<file path="config.mk">
export PLATFORM = sky130hd
export DESIGN_NAME = axi4s_downsizer_p_flat
export DESIGN_NICKNAME = d
export VERILOG_FILES = /design/src/rtl/axi4s_downsizer_pkg.sv /design/src/rtl/axi4_stream_if.sv /design/src/rtl/axi4s_chunk_sel.sv /design/src/rtl/axi4s_downsizer_p.sv /design/src/flat_wrapper.sv
export SDC_FILE = /design/constraint.sdc
export NUM_CORES = 1
export LEC_CHECK = 0
export ABC_AREA = 1
export CAP_MARGIN = 25
export CORE_ASPECT_RATIO = 1.75
export CORE_MARGIN = 2
export CORE_UTILIZATION = 50
export DETAILED_ROUTE_END_ITERATION = 10
export HOLD_SLACK_MARGIN = 0.1
export PLACE_DENSITY = 0.85
export SLEW_MARGIN = 5
export SYNTH_ARGS = -nofsm -noshare
export SYNTH_HDL_FRONTEND = slang
export SYNTH_SLANG_ARGS = --single-unit
</file>
<file path="constraint.sdc">
create_clock -name clk -period 14.8 [get_ports clk]
set_input_delay 2.22 -clock clk [delete_from_list [all_inputs] [get_ports clk]]
set_output_delay 2.22 -clock clk [all_outputs]
set_load 0.05 [all_outputs]
</file>
<file path="src/rtl/axi4s_downsizer_pkg.sv">
// Shared types and helpers for the AXI4-Stream width downsizer.
package axi4s_downsizer_pkg;

    localparam int unsigned PAR_GRAN = 16;

    typedef enum logic {
        ST_IDLE = 1'b0,
        ST_EMIT = 1'b1
    } head_st_t;

    // Even parity over one 16-bit TUSER granule
    function automatic logic calc_parity(input logic [PAR_GRAN-1:0] word);
        return ^word;
    endfunction

    function automatic int unsigned calc_ratio(input int unsigned src_dw, input int unsigned dst_dw);
        return src_dw / dst_dw;
    endfunction

    // Chunk index width, never below one bit so RATIO=1 still has a legal index
    function automatic int unsigned calc_idx_w(input int unsigned ratio);
        return (ratio > 1) ? $clog2(ratio) : 1;
    endfunction

endpackage

</file>
<file path="src/rtl/axi4_stream_if.sv">
// AXI4-Stream bundle with per-16-bit parity carried on TUSER.
interface axi4_stream_if #(
    parameter int unsigned DW     = 64,
    parameter int unsigned ID_W   = 4,
    parameter int unsigned DEST_W = 4,
    parameter int unsigned USER_W = DW / 16
) ();
    logic              tvalid;
    logic              tready;
    logic [DW-1:0]     tdata;
    logic [DW/8-1:0]   tkeep;
    logic [DW/8-1:0]   tstrb;
    logic              tlast;
    logic [ID_W-1:0]   tid;
    logic [DEST_W-1:0] tdest;
    logic [USER_W-1:0] tuser;

    modport src (output tvalid, tdata, tkeep, tstrb, tlast, tid, tdest, tuser, input tready);
    modport dst (input tvalid, tdata, tkeep, tstrb, tlast, tid, tdest, tuser, output tready);
endinterface

</file>
<file path="src/rtl/axi4s_chunk_sel.sv">
// Find-first-set over the chunk mask starting at from_idx (inclusive).
module axi4s_chunk_sel #(
    parameter int unsigned RATIO = 4,
    parameter int unsigned IDX_W = 2
) (
    input  logic [RATIO-1:0] mask,
    input  logic [IDX_W-1:0] from_idx,
    output logic [IDX_W-1:0] cur_idx_c,
    output logic             is_last_c,
    output logic             none_left_c
);

    // Lowest populated chunk at or above from_idx, and whether any populated chunk lies beyond it
    always_comb begin
        cur_idx_c   = '0;
        none_left_c = 1'b1;
        is_last_c   = 1'b1;
        for (int i = int'(RATIO) - 1; i >= 0; i--) begin
            if (mask[i] && (i >= int'(from_idx))) begin
                cur_idx_c   = IDX_W'(i);
                none_left_c = 1'b0;
            end
        end
        for (int i = 0; i < int'(RATIO); i++) begin
            if (mask[i] && (i > int'(cur_idx_c))) begin
                is_last_c = 1'b0;
            end
        end
    end

endmodule

</file>
<file path="src/rtl/axi4s_downsizer_p.sv">
// AXI4-Stream SRC_DW -> DST_DW downsizer: 2-deep beat buffer, null-chunk skipping, parity check/regen.
module axi4s_downsizer_p
    import axi4s_downsizer_pkg::*;
#(
    parameter int unsigned SRC_DW    = 256,
    parameter int unsigned DST_DW    = 64,
    parameter int unsigned ID_W      = 4,
    parameter int unsigned DEST_W    = 4,
    parameter int unsigned ERR_CNT_W = 16
) (
    input  logic                 clk,
    input  logic                 rst,
    axi4_stream_if.dst           axis_in,
    axi4_stream_if.src           axis_out,
    output logic                 parity_err,
    output logic [ERR_CNT_W-1:0] err_cnt
);

    localparam int unsigned RATIO  = calc_ratio(SRC_DW, DST_DW);
    localparam int unsigned IDX_W  = calc_idx_w(RATIO);
    localparam int unsigned SRC_B  = SRC_DW / 8;
    localparam int unsigned DST_B  = DST_DW / 8;
    localparam int unsigned SRC_PW = SRC_DW / PAR_GRAN;
    localparam int unsigned DST_PW = DST_DW / PAR_GRAN;

    if ((SRC_DW % DST_DW) != 0) begin : g_bad_ratio
        $error("axi4s_downsizer_p: SRC_DW must be an integer multiple of DST_DW");
    end
    if ((DST_DW % PAR_GRAN) != 0) begin : g_bad_dst
        $error("axi4s_downsizer_p: DST_DW must be a multiple of 16");
    end

    logic [SRC_DW-1:0] mem_data  [2];
    logic [SRC_B-1:0]  mem_keep  [2];
    logic [SRC_B-1:0]  mem_strb  [2];
    logic              mem_last  [2];
    logic [ID_W-1:0]   mem_id    [2];
    logic [DEST_W-1:0] mem_dest  [2];

    logic       wr_ptr_q, rd_ptr_q;
    logic [1:0] count_q, count_nxt_c;
    head_st_t   st_q;
    logic [IDX_W-1:0] idx_q;

    logic             push_c, pop_c, fire_c, final_c, out_valid_c;
    logic [RATIO-1:0] mask_c;
    logic [IDX_W-1:0] cur_idx_c, sel_c;
    logic             is_last_c, none_left_c;
    logic [SRC_PW-1:0] in_par_c;
    logic              par_bad_c;

    logic [DST_DW-1:0] out_data_c;
    logic [DST_B-1:0]  out_keep_c, out_strb_c;
    logic              out_last_c;
    logic [ID_W-1:0]   out_id_c;
    logic [DEST_W-1:0] out_dest_c;
    logic [DST_PW-1:0] out_user_c;

    assign axis_in.tready = (count_q != 2'd2) && !rst;
    assign push_c         = axis_in.tvalid && axis_in.tready;

    // Beat storage; contents are only meaningful while counted, so no reset needed
    always_ff @(posedge clk) begin
        if (push_c) begin
            mem_data[wr_ptr_q] <= axis_in.tdata;
            mem_keep[wr_ptr_q] <= axis_in.tkeep;
            mem_strb[wr_ptr_q] <= axis_in.tstrb;
            mem_last[wr_ptr_q] <= axis_in.tlast;
            mem_id[wr_ptr_q]   <= axis_in.tid;
            mem_dest[wr_ptr_q] <= axis_in.tdest;
        end
    end

    // Per-chunk occupancy of the head beat
    always_comb begin
        mask_c = '0;
        for (int i = 0; i < int'(RATIO); i++) begin
            mask_c[i] = |mem_keep[rd_ptr_q][i*DST_B +: DST_B];
        end
    end

    axi4s_chunk_sel #(
        .RATIO (RATIO),
        .IDX_W (IDX_W)
    ) u_chunk_sel (
        .mask        (mask_c),
        .from_idx    (idx_q),
        .cur_idx_c   (cur_idx_c),
        .is_last_c   (is_last_c),
        .none_left_c (none_left_c)
    );

    // Output mux from head beat; all-null beats without tlast are dropped, with tlast become one empty chunk
    always_comb begin
        out_data_c  = '0;
        out_keep_c  = '0;
        out_strb_c  = '0;
        out_last_c  = 1'b0;
        out_id_c    = '0;
        out_dest_c  = '0;
        out_user_c  = '0;
        out_valid_c = (st_q == ST_EMIT) && !(none_left_c && !mem_last[rd_ptr_q]);
        sel_c       = none_left_c ? '0 : cur_idx_c;
        final_c     = none_left_c || is_last_c;
        if (out_valid_c) begin
            out_data_c = mem_data[rd_ptr_q][sel_c*DST_DW +: DST_DW];
            if (!none_left_c) begin
                out_keep_c = mem_keep[rd_ptr_q][sel_c*DST_B +: DST_B];
                out_strb_c = mem_strb[rd_ptr_q][sel_c*DST_B +: DST_B];
            end
            out_last_c = mem_last[rd_ptr_q] && final_c;
            out_id_c   = mem_id[rd_ptr_q];
            out_dest_c = mem_dest[rd_ptr_q];
            for (int j = 0; j < int'(DST_PW); j++) begin
                out_user_c[j] = calc_parity(out_data_c[j*PAR_GRAN +: PAR_GRAN]);
            end
        end
        fire_c      = out_valid_c && axis_out.tready;
        pop_c       = (fire_c && final_c) ||
                      ((st_q == ST_EMIT) && none_left_c && !mem_last[rd_ptr_q]);
        count_nxt_c = count_q + 2'(push_c) - 2'(pop_c);
    end

    assign axis_out.tvalid = out_valid_c;
    assign axis_out.tdata  = out_data_c;
    assign axis_out.tkeep  = out_keep_c;
    assign axis_out.tstrb  = out_strb_c;
    assign axis_out.tlast  = out_last_c;
    assign axis_out.tid    = out_id_c;
    assign axis_out.tdest  = out_dest_c;
    assign axis_out.tuser  = out_user_c;

    // Head FSM, FIFO pointers and chunk cursor
    always_ff @(posedge clk or posedge rst) begin
        if (rst) begin
            wr_ptr_q <= 1'b0;
            rd_ptr_q <= 1'b0;
            count_q  <= 2'd0;
            st_q     <= ST_IDLE;
            idx_q    <= '0;
        end else begin
            if (push_c) wr_ptr_q <= ~wr_ptr_q;
            if (pop_c)  rd_ptr_q <= ~rd_ptr_q;
            count_q <= count_nxt_c;
            st_q    <= (count_nxt_c != 2'd0) ? ST_EMIT : ST_IDLE;
            if (pop_c) begin
                idx_q <= '0;
            end else if (fire_c) begin
                idx_q <= cur_idx_c + IDX_W'(1);
            end
        end
    end

    // Recomputed parity of the incoming beat
    always_comb begin
        in_par_c = '0;
        for (int j = 0; j < int'(SRC_PW); j++) begin
            in_par_c[j] = calc_parity(axis_in.tdata[j*PAR_GRAN +: PAR_GRAN]);
        end
        par_bad_c = push_c && (in_par_c != axis_in.tuser);
    end

    // Parity error pulse and saturating error counter
    always_ff @(posedge clk or posedge rst) begin
        if (rst) begin
            parity_err <= 1'b0;
            err_cnt    <= '0;
        end else begin
            parity_err <= par_bad_c;
            if (par_bad_c && (err_cnt != '1)) begin
                err_cnt <= err_cnt + ERR_CNT_W'(1);
            end
        end
    end

endmodule

</file>
<file path="src/flat_wrapper.sv">
// flat-port wrapper written by rule: the top's interface ports become plain ports
module axi4s_downsizer_p_flat import axi4s_downsizer_pkg::*;
#(
    parameter int unsigned SRC_DW    = 256,
    parameter int unsigned DST_DW    = 64,
    parameter int unsigned ID_W      = 4,
    parameter int unsigned DEST_W    = 4,
    parameter int unsigned ERR_CNT_W = 16
)
  (clk, rst, parity_err, err_cnt, axis_in_tvalid, axis_in_tdata, axis_in_tkeep, axis_in_tstrb, axis_in_tlast, axis_in_tid, axis_in_tdest, axis_in_tuser, axis_in_tready, axis_out_tvalid, axis_out_tdata, axis_out_tkeep, axis_out_tstrb, axis_out_tlast, axis_out_tid, axis_out_tdest, axis_out_tuser, axis_out_tready);
  axi4_stream_if #(.DW(256), .ID_W(ID_W), .DEST_W(DEST_W), .USER_W(16)) axis_in_i ();
  axi4_stream_if #(.DW(64), .ID_W(ID_W), .DEST_W(DEST_W), .USER_W(4)) axis_out_i ();
  input  logic clk;
  input  logic rst;
  output logic parity_err;
  output logic [ERR_CNT_W-1:0] err_cnt;
  input wire logic [$bits(axis_in_i.tvalid)-1:0] axis_in_tvalid;
  input wire logic [$bits(axis_in_i.tdata)-1:0] axis_in_tdata;
  input wire logic [$bits(axis_in_i.tkeep)-1:0] axis_in_tkeep;
  input wire logic [$bits(axis_in_i.tstrb)-1:0] axis_in_tstrb;
  input wire logic [$bits(axis_in_i.tlast)-1:0] axis_in_tlast;
  input wire logic [$bits(axis_in_i.tid)-1:0] axis_in_tid;
  input wire logic [$bits(axis_in_i.tdest)-1:0] axis_in_tdest;
  input wire logic [$bits(axis_in_i.tuser)-1:0] axis_in_tuser;
  output wire logic [$bits(axis_in_i.tready)-1:0] axis_in_tready;
  output wire logic [$bits(axis_out_i.tvalid)-1:0] axis_out_tvalid;
  output wire logic [$bits(axis_out_i.tdata)-1:0] axis_out_tdata;
  output wire logic [$bits(axis_out_i.tkeep)-1:0] axis_out_tkeep;
  output wire logic [$bits(axis_out_i.tstrb)-1:0] axis_out_tstrb;
  output wire logic [$bits(axis_out_i.tlast)-1:0] axis_out_tlast;
  output wire logic [$bits(axis_out_i.tid)-1:0] axis_out_tid;
  output wire logic [$bits(axis_out_i.tdest)-1:0] axis_out_tdest;
  output wire logic [$bits(axis_out_i.tuser)-1:0] axis_out_tuser;
  input wire logic [$bits(axis_out_i.tready)-1:0] axis_out_tready;
  assign axis_in_i.tvalid = axis_in_tvalid;
  assign axis_in_i.tdata = axis_in_tdata;
  assign axis_in_i.tkeep = axis_in_tkeep;
  assign axis_in_i.tstrb = axis_in_tstrb;
  assign axis_in_i.tlast = axis_in_tlast;
  assign axis_in_i.tid = axis_in_tid;
  assign axis_in_i.tdest = axis_in_tdest;
  assign axis_in_i.tuser = axis_in_tuser;
  assign axis_in_tready = axis_in_i.tready;
  assign axis_out_tvalid = axis_out_i.tvalid;
  assign axis_out_tdata = axis_out_i.tdata;
  assign axis_out_tkeep = axis_out_i.tkeep;
  assign axis_out_tstrb = axis_out_i.tstrb;
  assign axis_out_tlast = axis_out_i.tlast;
  assign axis_out_tid = axis_out_i.tid;
  assign axis_out_tdest = axis_out_i.tdest;
  assign axis_out_tuser = axis_out_i.tuser;
  assign axis_out_i.tready = axis_out_tready;
  axi4s_downsizer_p #(.SRC_DW(SRC_DW), .DST_DW(DST_DW), .ID_W(ID_W), .DEST_W(DEST_W), .ERR_CNT_W(ERR_CNT_W)) u_core (.clk(clk), .rst(rst), .axis_in(axis_in_i), .axis_out(axis_out_i), .parity_err(parity_err), .err_cnt(err_cnt));
endmodule
</file>
==> results.sh <==
export IMPL_status="complete, no violations"
export IMPL_drive_gt1_frac=0.0383
export IMPL_fin_crit_sh=0.657
export IMPL_fmax_mhz=103
export IMPL_switchingPower_mw=4.38
export IMPL_drc=0
export IMPL_cts_root_buffer="clkbuf_16"
export IMPL_ys_top_cells_by_area="edfxtp_1 (59%), nand2_1 (12%), nor2_1 (4.9%)"
export IMPL_setup_ws_ps=5070
export IMPL_slew_headroom=0.0640
export IMPL_area_growth_pct=21.8
export IMPL_worst_pin_slew_ps=1400
export IMPL_stdcell_count=4760
export IMPL_htree_levels=2
export IMPL_path_clk_slew_ps=70
export IMPL_fillers=5167
export IMPL_hold_viol=0
export IMPL_clock_skew_ps=32.5
export IMPL_total_power_mw=9.21
export IMPL_die_y_um=347
export IMPL_synthesis_area_um2=33600
export IMPL_track_usage=0.279
export IMPL_antenna_found_initial=12
export IMPL_core_area_um2=66500
export IMPL_cp_num_cells=24
export IMPL_power_frac_seq=0.268
export IMPL_cts_setup_buffers=0
export IMPL_syn_nets=3795
export IMPL_gp_congestion=0.899
export IMPL_io_buffer_count=460
export IMPL_routed_wl_um=97900
export IMPL_grt_pass1_vias=25231
export IMPL_crit_start="u_core.rd_ptr_q"
export IMPL_vias_per_cell=5.46
export IMPL_die_area_um2=69500
export IMPL_r2r_end="u_core.st_q"
export IMPL_rr_startpoint="u_core.rd_ptr_q"
export IMPL_final_common_cell="nand2_1"
export IMPL_cts_hold_buf=0
export IMPL_ant_nets=0
export IMPL_layout_common_cells="nand2_1 (1095), edfxtp_1 (658), clkdlybuf4s50_1 (460), nor2_1 (438), nand3_1 (320)"
export IMPL_critPathSlowestCell="clkdlybuf4s50_1"
export IMPL_cp_num_buf_inv=6
export IMPL_clock_insertion_delay_worst_skew_ps=650
export IMPL_maxSlewViolCount=0
export IMPL_cp_max_fo=105
export IMPL_hold_class="flop to flop"
export IMPL_yosys_warnings=0
export IMPL_dpl_cell_count=4645
export IMPL_row_count=125
export IMPL_yosysSeqAreaShare=0.605
export IMPL_fin_nets=4172
export IMPL_synth_cell_types=29
export IMPL_cts_path_max_buffers=3
export IMPL_pin_count=461
export IMPL_ys_ff_latch=682
export IMPL_cts_tree="built"
export IMPL_die_w_um=200
export IMPL_combPwrFrac=0.553
export IMPL_drtPass1Iterations=5
export IMPL_globalRouteOverflowTotal=0
export IMPL_wire_per_inst_um=20.6
export IMPL_numCtsBuffers=59
export IMPL_crit_top_cell="nand2_1"
export IMPL_place_ws_ps=5840
export IMPL_setup_violations_final=0
export IMPL_synth_area_leader_cell="edfxtp_1"
export IMPL_crit_chain="inv_8 -> nand2_1 -> nand2_1 -> nor2_1 -> nand4_1 -> nand3_4 -> buf_4 -> nand2_1 -> nor2_4 -> buf_4 -> buf_4 -> nand3_1 -> nand2_1 -> inv_1 -> nand2_1 -> nand2_1 -> nand2_1 -> nand2_1 -> nand2_1 -> nand2_1 -> nand2_1 -> nand2_1 -> nor2_1 -> clkdlybuf4s50_1"
export IMPL_cts_resized=0
export IMPL_synth_top_cell_area_share=0.587
export IMPL_cp_start_kind="flop"
export IMPL_p_leak_nw=16.5
export IMPL_r2r_cells=25
export IMPL_endpoint_kind="output pin"
export IMPL_arrival_ps=7510
export IMPL_initial_utilization=0.506
export IMPL_holdPathStages=2
export IMPL_rsz0062_at_grt="false"
export IMPL_multi_input_area_um2=12000
export IMPL_period_needed_ps=9730
export IMPL_grt_start_max_net_pins=184
export IMPL_swShare=0.476
export IMPL_grt_pass1_wl_um=144000
export IMPL_crit_path_max_incr_delay_ps=840
export IMPL_p_int_mw=4.83
export IMPL_vias=25972
export IMPL_syn_inst=3441
export IMPL_final_util=0.616
export IMPL_required_ps=12580
export IMPL_pwr_share_clk=0.179
export IMPL_drtIter0Drc=1945
export IMPL_critical_path_top_delay_family="buffers and inverters"
export IMPL_ir_drop_mv=0.239
export IMPL_dp_hpwl_um=67500
export IMPL_cts_sinks=682
export IMPL_endpoint="axis_out_tuser[2]"
export IMPL_drv_cap=0
export IMPL_syn_avg_cell_area_um2=9.78
export IMPL_critPathKind="flop to output pin"
export IMPL_final_seq_area_um2=20400
export IMPL_p_per_area_nw_per_um2=225
export IMPL_worst_r2r_setup_slack_ps=8360
area by class of cell:
type,instances,share of cell area
Antenna cell,4,0.000244
Clock buffer,67,0.0378
Clock inverter,43,0.0123
Inverter,144,0.0134
Multi-Input combinational cell,2446,0.293
Sequential cell,682,0.497
Tap cell,889,0.0271
Timing Repair Buffer,485,0.119
synthesized netlist by cell type:
cell type,number
a21oi_1,28
buf_1,15
buf_2,80
buf_4,11
buf_6,1
clkbuf_1,62
clkinv_1,1
dfrtp_1,24
edfxtp_1,658
ha_1,5
inv_1,126
inv_2,17
mux2i_1,81
nand2_1,1096
nand2_2,1
nand3_1,321
nand3_2,1
nand3b_1,32
nand4_1,20
nor2_1,441
nor3_1,6
nor4_1,2
o211ai_1,16
o21ai_0,73
o21ai_1,32
or2_1,6
or2_2,12
xnor2_1,163
xor2_1,110
layer usage:
| metal | part of all wire | routed length, µm | track usage | vias to the layer above |
|---|---|---|---|---|
| li1 | - | - | - | 12209 |
| met1 | 0.35 | 34000 | 0.308 | 12341 |
| met2 | 0.52 | 51000 | 0.506 | 1144 |
| met3 | 0.081 | 7910 | 0.0567 | 262 |
| met4 | 0.051 | 4950 | 0.129 | 16 |
| met5 | 0.00092 | 90 | 0 | - |
worst reg2reg max path, delay by kind of cell (launching register included):
kind	cells	cell delay (ps)
AO/OA/AOI/OAI	3	370
adder cells (fa/ha/maj)	3	650
buffers and inverters	5	2360
AND/OR/NAND/NOR	12	2050
XOR/XNOR	2	230
flip-flops	1	700
kinds of logic after synthesis:
kind of cell	Yosys count	synth area share
XOR/XNOR	273	0.0711
buffers and inverters	313	0.0393
AND/OR/NAND/NOR	1938	0.235
adder cells (fa/ha/maj)	5	0.00186
AO/OA/AOI/OAI	149	0.0234
multiplexers	81	0.0241
flip-flops	682	0.605
registers in the layout, summed over array words and instances, names as in the netlist, 2 cells and up:
register / count
u_core.count_q: 2
u_core.err_cnt: 16
u_core.idx_q: 2
u_core.mem_data: 512
u_core.mem_dest: 8
u_core.mem_id: 8
u_core.mem_keep: 64
u_core.mem_last: 2
u_core.mem_strb: 64
metrics by stage:
stage	TNS, ps	cell area (µm²)	hold WS (ps)
CTS	0	40900	532
finish	0	41000	535
floorplan	-2164410	33600	532
global placement	0	38900	507
global route	0	41000	550
detailed placement	0	38900	512
power by group through the flow:
stage	Clock (mW)	Sequential, mW	Combinational, mW
2_1_floorplan	0	2.64	3.49
3_3_place_gp	0	2.50	4.96
3_5_place_dp	0	2.51	5.04
4_1_cts	1.67	2.47	5.08
5_1_grt	1.74	2.49	5.53
6_report	1.65	2.47	5.09
worst min path at each step:
| stage | startpoint | to | slack [ps] |
|---|---|---|---|
| 6_report | u_core.err_cnt[6] | u_core.err_cnt[6] | 530 |
| 5_1_grt | u_core.err_cnt[1] | u_core.err_cnt[1] | 550 |
| 4_1_cts | u_core.err_cnt[6] | u_core.err_cnt[6] | 530 |
| 3_5_place_dp | u_core.err_cnt[6] | u_core.err_cnt[6] | 510 |
| 3_3_place_gp | u_core.err_cnt[4] | u_core.err_cnt[4] | 510 |
| 2_1_floorplan | u_core.wr_ptr_q | u_core.wr_ptr_q | 530 |
No activity file was read; power rests on OpenSTA's default activity.
